--- config.mk ---
export PLATFORM = sky130hd
export DESIGN_NAME = cdc_pulse_scheduler
export DESIGN_NICKNAME = d
export VERILOG_FILES = /design/src/rtl/cdc_pulse_scheduler.sv
export SDC_FILE = /design/constraint.sdc
export NUM_CORES = 1
export LEC_CHECK = 0
export BUFFER_PORTS_ARGS = -buffer_cell sky130_fd_sc_hd__buf_2
export CORE_ASPECT_RATIO = 0.6
export CORE_MARGIN = 10
export CORE_UTILIZATION = 43
export DETAILED_ROUTE_END_ITERATION = 6
export PLACE_DENSITY = 0.65
export SLEW_MARGIN = 20
export SYNTH_ARGS = -nofsm -noshare
export SYNTH_HDL_FRONTEND = slang
export SYNTH_SLANG_ARGS = --single-unit
--- constraint.sdc ---
create_clock -name clk -period 7.04 [get_ports clk]
set_input_delay 1.056 -clock clk [delete_from_list [all_inputs] [get_ports clk]]
set_output_delay 1.056 -clock clk [all_outputs]
set_load 0.05 [all_outputs]
--- src/rtl/cdc_pulse_scheduler.sv ---
// rtl/cdc_pulse_scheduler.sv - round-robin scheduler sharing one pulse CDC channel among N event sources
//
// Ports:
//   clk           source-domain clock of the crossing channel
//   reset_i       synchronous active-high reset
//   enable_i      permits new grants (IDLE -> ISSUE) when high
//   req_i         per-requester single-cycle event pulses
//   holdoff_i     idle cycles inserted after each pulse, sampled in ISSUE
//   drop_clear_i  restarts the drop counter (that cycle's drops still count)
//   pulse_o       one-cycle pulse to the channel's src_pulse
//   sel_o         requester index of the current or most recent pulse
//   pending_o     latched events not yet served
//   busy_o        FSM is in ISSUE or HOLD
//   drop_count_o  saturating count of events lost to an already-pending bit
module cdc_pulse_scheduler #(
    parameter int pREQUESTERS = 4,
    parameter int pHOLD_WIDTH = 8,
    parameter int pDROP_WIDTH = 8
) (
    input  logic                             clk,
    input  logic                             reset_i,
    input  logic                             enable_i,
    input  logic [pREQUESTERS-1:0]           req_i,
    input  logic [pHOLD_WIDTH-1:0]           holdoff_i,
    input  logic                             drop_clear_i,
    output logic                             pulse_o,
    output logic [$clog2(pREQUESTERS)-1:0]   sel_o,
    output logic [pREQUESTERS-1:0]           pending_o,
    output logic                             busy_o,
    output logic [pDROP_WIDTH-1:0]           drop_count_o
);

    localparam int SEL_W = $clog2(pREQUESTERS);
    localparam int CNT_W = $clog2(pREQUESTERS + 1);
    // One spare bit above the wider operand so overflow is visible before saturating.
    localparam int SUM_W = ((pDROP_WIDTH > CNT_W) ? pDROP_WIDTH : CNT_W) + 1;

    typedef enum logic [1:0] {
        ST_IDLE  = 2'd0,
        ST_ISSUE = 2'd1,
        ST_HOLD  = 2'd2
    } state_t;

    state_t                   r_state;
    logic                     r_pulse;
    logic                     r_busy;
    logic [SEL_W-1:0]         r_sel;
    logic [SEL_W-1:0]         r_ptr;
    logic [pREQUESTERS-1:0]   r_pending;
    logic [pHOLD_WIDTH-1:0]   r_hold_cnt;
    logic [pDROP_WIDTH-1:0]   r_drop_count;

    logic                     w_grant_found;
    logic [SEL_W-1:0]         w_grant_idx;
    logic [SEL_W:0]           w_scan;
    logic                     w_take;
    logic [pREQUESTERS-1:0]   w_clear;
    logic [pREQUESTERS-1:0]   w_drop_vec;
    logic [CNT_W-1:0]         w_drop_num;
    logic [pDROP_WIDTH-1:0]   w_drop_base;
    logic [SUM_W-1:0]         w_sum;
    logic [pDROP_WIDTH-1:0]   w_drop_next;

    // Round-robin search starting one past the last granted index, wrapping at N.
    // The scan index carries one extra bit so ptr+i never overflows before the wrap.
    always_comb begin
        w_grant_found = 1'b0;
        w_grant_idx   = '0;
        w_scan        = '0;
        for (int i = 1; i <= pREQUESTERS; i++) begin
            w_scan = {1'b0, r_ptr} + (SEL_W+1)'(i);
            if (w_scan >= (SEL_W+1)'(pREQUESTERS)) begin
                w_scan = w_scan - (SEL_W+1)'(pREQUESTERS);
            end
            if (!w_grant_found && r_pending[w_scan[SEL_W-1:0]]) begin
                w_grant_found = 1'b1;
                w_grant_idx   = w_scan[SEL_W-1:0];
            end
        end
    end

    assign w_take = (r_state == ST_IDLE) && enable_i && w_grant_found;

    always_comb begin
        w_clear = '0;
        if (w_take) begin
            w_clear[w_grant_idx] = 1'b1;
        end
    end

    // A request colliding with the bit being granted this cycle is not a drop:
    // the set overrides the clear, so the event survives as a fresh pending one.
    assign w_drop_vec = req_i & r_pending & ~w_clear;

    always_comb begin
        w_drop_num = '0;
        for (int i = 0; i < pREQUESTERS; i++) begin
            w_drop_num = w_drop_num + CNT_W'(w_drop_vec[i]);
        end
    end

    assign w_drop_base = drop_clear_i ? '0 : r_drop_count;
    assign w_sum       = SUM_W'(w_drop_base) + SUM_W'(w_drop_num);
    assign w_drop_next = (|w_sum[SUM_W-1:pDROP_WIDTH]) ? {pDROP_WIDTH{1'b1}}
                                                        : w_sum[pDROP_WIDTH-1:0];

    always_ff @(posedge clk) begin
        if (reset_i) begin
            r_state      <= ST_IDLE;
            r_pulse      <= 1'b0;
            r_busy       <= 1'b0;
            r_sel        <= '0;
            r_ptr        <= SEL_W'(pREQUESTERS - 1);
            r_pending    <= '0;
            r_hold_cnt   <= '0;
            r_drop_count <= '0;
        end else begin
            r_pending    <= (r_pending & ~w_clear) | req_i;
            r_drop_count <= w_drop_next;

            case (r_state)
                ST_IDLE: begin
                    if (w_take) begin
                        r_state <= ST_ISSUE;
                        r_pulse <= 1'b1;
                        r_busy  <= 1'b1;
                        r_sel   <= w_grant_idx;
                        r_ptr   <= w_grant_idx;
                    end
                end

                ST_ISSUE: begin
                    r_pulse    <= 1'b0;
                    r_hold_cnt <= holdoff_i;
                    if (holdoff_i == '0) begin
                        r_state <= ST_IDLE;
                        r_busy  <= 1'b0;
                    end else begin
                        r_state <= ST_HOLD;
                    end
                end

                ST_HOLD: begin
                    r_hold_cnt <= r_hold_cnt - pHOLD_WIDTH'(1);
                    // Leaving on the count of one makes HOLD last exactly holdoff_i cycles.
                    if (r_hold_cnt == pHOLD_WIDTH'(1)) begin
                        r_state <= ST_IDLE;
                        r_busy  <= 1'b0;
                    end
                end

                default: begin
                    r_state <= ST_IDLE;
                    r_pulse <= 1'b0;
                    r_busy  <= 1'b0;
                end
            endcase
        end
    end

    assign pulse_o      = r_pulse;
    assign sel_o        = r_sel;
    assign pending_o    = r_pending;
    assign busy_o       = r_busy;
    assign drop_count_o = r_drop_count;

endmodule
==> out/metrics.yaml <==
worst_setup_path:
  path_common_cell: "fa_1"
  required_ns: 7.24
  crit_slowest_cell: "fa_1"
  crit_chain: "buf_2, and3_1, nand2_1, o21ai_0, nor2_1, fa_1, inv_1, fa_1, inv_1, fa_1, and3_1, nand4b_1, o21a_1, nor2_1"
  cp-start-kind: "primary input"
  crit_family: "adder cells"
  critical_path_class: "in2reg"
  worst-path-buf-inv: 3
  cp-end-kind: "flop"
  arrival_ns: 3.96
  slowest_delay_ns: 0.54
  critPathMaxFanout: 6
placement:
  numPortBuffers: 31
  gp_congestion: 0.813
  dp_hpwl_um: 2800
  dpl.cell_count: 256
pwr:
  peakVddDrop_v: 0.000134
  leakagePower_uw: 0.000782
  power-per-cell-area_mw_per_mm2: 354
synthesis:
  synth_xor_area_share_pct: 2.26
  synthMuxAreaShare_pct: 2.58
  syn-num-nets: 213
  yosys.area_share.simple_pct: 23.7
  ys_async_sr_fraction_pct: 0
  ys.flop_type: "dfxtp_1"
  syn_inst: 187
  synth_area_per_cell_sq_um: 8.29
  synth_top_family_by_area: "simple AND/OR/NAND/NOR gates"
  ys_seq_elements: 28
  synth_compound_area_share_pct: 20.6
  synthesis.area_sq_mm: 0.00155
  synth_fa_ha_area_share_pct: 9.52
  seq_area_frac_synth_pct: 36.2
  synth_edf_count: 0
  synth_warnings: 0
  synth_cell_types: 48
drt:
  drt_iter0_drc: 71
  postRouteAntennaNets: 0
  drc: 0
  viasPerCell: 5.27
  vias: 1371
  wl_per_cell_um: 13.8
  drt_first_pass_iters: 4
  routed_wl_um: 3590
cts:
  clk_pin_slew_ns: 0.09
  hold_buffers: 0
  clk_latency_ns: 0.27
  cts.sinks: 28
  cts_tree: "built"
  numCtsBuffers: 3
  clk_path_buf_depth: 2
  htree_num_levels: 1
  ctsRootBufferMaster: "clkbuf_8"
  postCtsSetupRepairBufs: 0
  ctsResizeCount: 0
timing:
  hold_violations: 0
  max_slew_margin_pct: 54.5
  setup_viol: 0
  finClkSkew_ns: 0.00520
  fin_crit_sh_pct: 53.3
  worst_pin_slew_ns: 0.675
  fin_crit_ns: 3.75
  slew_violations: 0
  rsz0062_at_grt: "false"
  setup-tns-final_ns: 0
  fmax_mhz: 267
floorplan:
  die_h_um: 66.5
  rows: 16
  ios: 32
  start_util_pct: 46.1
  die_w_um: 97.5
  die_area_sq_mm: 0.00649
  core_sq_mm: 0.00336
final_layout:
  syn_to_final_growth_pct: 16.5
  final_cell_mix: "buf_2, dfxtp_1, nor2_1, a21oi_1, inv_1"
  antennaDiodeCount: 0
  fill_cells: 334
  final_common_cell: "buf_2"
  stdcell_count: 260
  drive_gt1_share_pct: 18.6
  final_nets: 242
hold_path:
  hold_path.class: "reg2reg"
grt:
  grt_max_degree: 29
  grt_pass1_vias: 1287
  track_usage_pct: 11.0
  antenna_found_initial: 0
  grt_overflow: 0
  grt_pass1_wl_um: 6070
job:
  max_cap_viol_count: 0
status:
  status: "complete, no violations"
-- layer usage --
layer,share of wire (%),wire [um],GRT usage [%],vias to the layer above
met5,0,0,0,-
met4,0.42,15,2.17,0
met3,6.8,243,4.94,2
met2,41,1460,15.7,29
met1,52,1870,14.8,626
li1,-,-,-,714
-- path summary, 6_finish.rpt --
check	startpoint	to	slack (ns)	cells after the start
min	sel_o[1]	sel_o[1]	0.47	2
max reg2reg	pending_o[3]	drop_count_o[5]	3.39	14
max	enable_i	drop_count_o[5]	3.29	14
min reg2reg	sel_o[1]	sel_o[1]	0.47	2
-- registers in the layout (all words and copies together) (netlist names) --
register and cells:
busy_o 1, drop_count_o 8, pending_o 4, pulse_o 1, r_hold_cnt 8, r_ptr 2
r_state 2, sel_o 2
-- cells by family after synthesis --
logic type                 after synthesis
muxes                                    4
DFF                                     28
AOI/OAI and AO/OA                       51
and+or+nand+nor                         69
buffers and inverters                   21
xor gates and xnor gates                 4
adders and majority gates               10
-- tightest hold or removal path, cell delays in order (launching register included) --
cell and delay, ns:
dfxtp_1 0.32, nand2_1 0.05, a21oi_1 0.06
-- per-stage QoR --
| step | hold slack [ns] | total power, uW | area [sq um] | util (%) | worst slack, ns |
|---|---|---|---|---|---|
| final | 0.468 | 638 | 1810 | 53.7 | 3.29 |
| after global routing | 0.495 | 692 | 1810 | 53.7 | 3.02 |
| after CTS | 0.474 | 643 | 1810 | 53.7 | 3.30 |
| after detailed placement | 0.460 | 515 | 1730 | 51.6 | 3.05 |
| after global placement | 0.444 | 507 | 1730 | 51.6 | 3.13 |
| after floorplan | 0.477 | 453 | 1550 | - | 3.46 |
-- synth_stat cells (all sizes together), types with 3 or more instances --
cell type	instances	area, sq um
a211oi	4	30.0
a21oi	15	75.1
a22oi	3	22.5
and3	3	18.8
clkbuf	6	22.5
dfxtp	28	561
fa	3	60.1
ha	7	87.6
inv	13	48.8
mux2i	4	40.0
nand2	11	41.3
nand2b	6	40.0
nand3	4	20.0
nor2	21	78.8
nor2b	5	31.3
nor3	5	25.0
nor4	4	31.3
o21ai	13	65.1
-- layout make-up --
class	instances	area, sq um	share of cell area (%)
repair buffers	31	155	8.59
well taps	45	56.3	3.12
flip-flops and latches	28	561	31.0
clock buffers	3	41.3	2.29
clock inverters	1	30.0	1.66
multi-input cells	138	910	50.4
inverters	14	52.6	2.91
-- report_power, final --
part | internal [uW] | switching (uW)
logic | 110 | 177
clock network | 76.1 | 48.0
registers | 194 | 32.4
total | 381 | 258
Power figures use the tool's default switching activity.
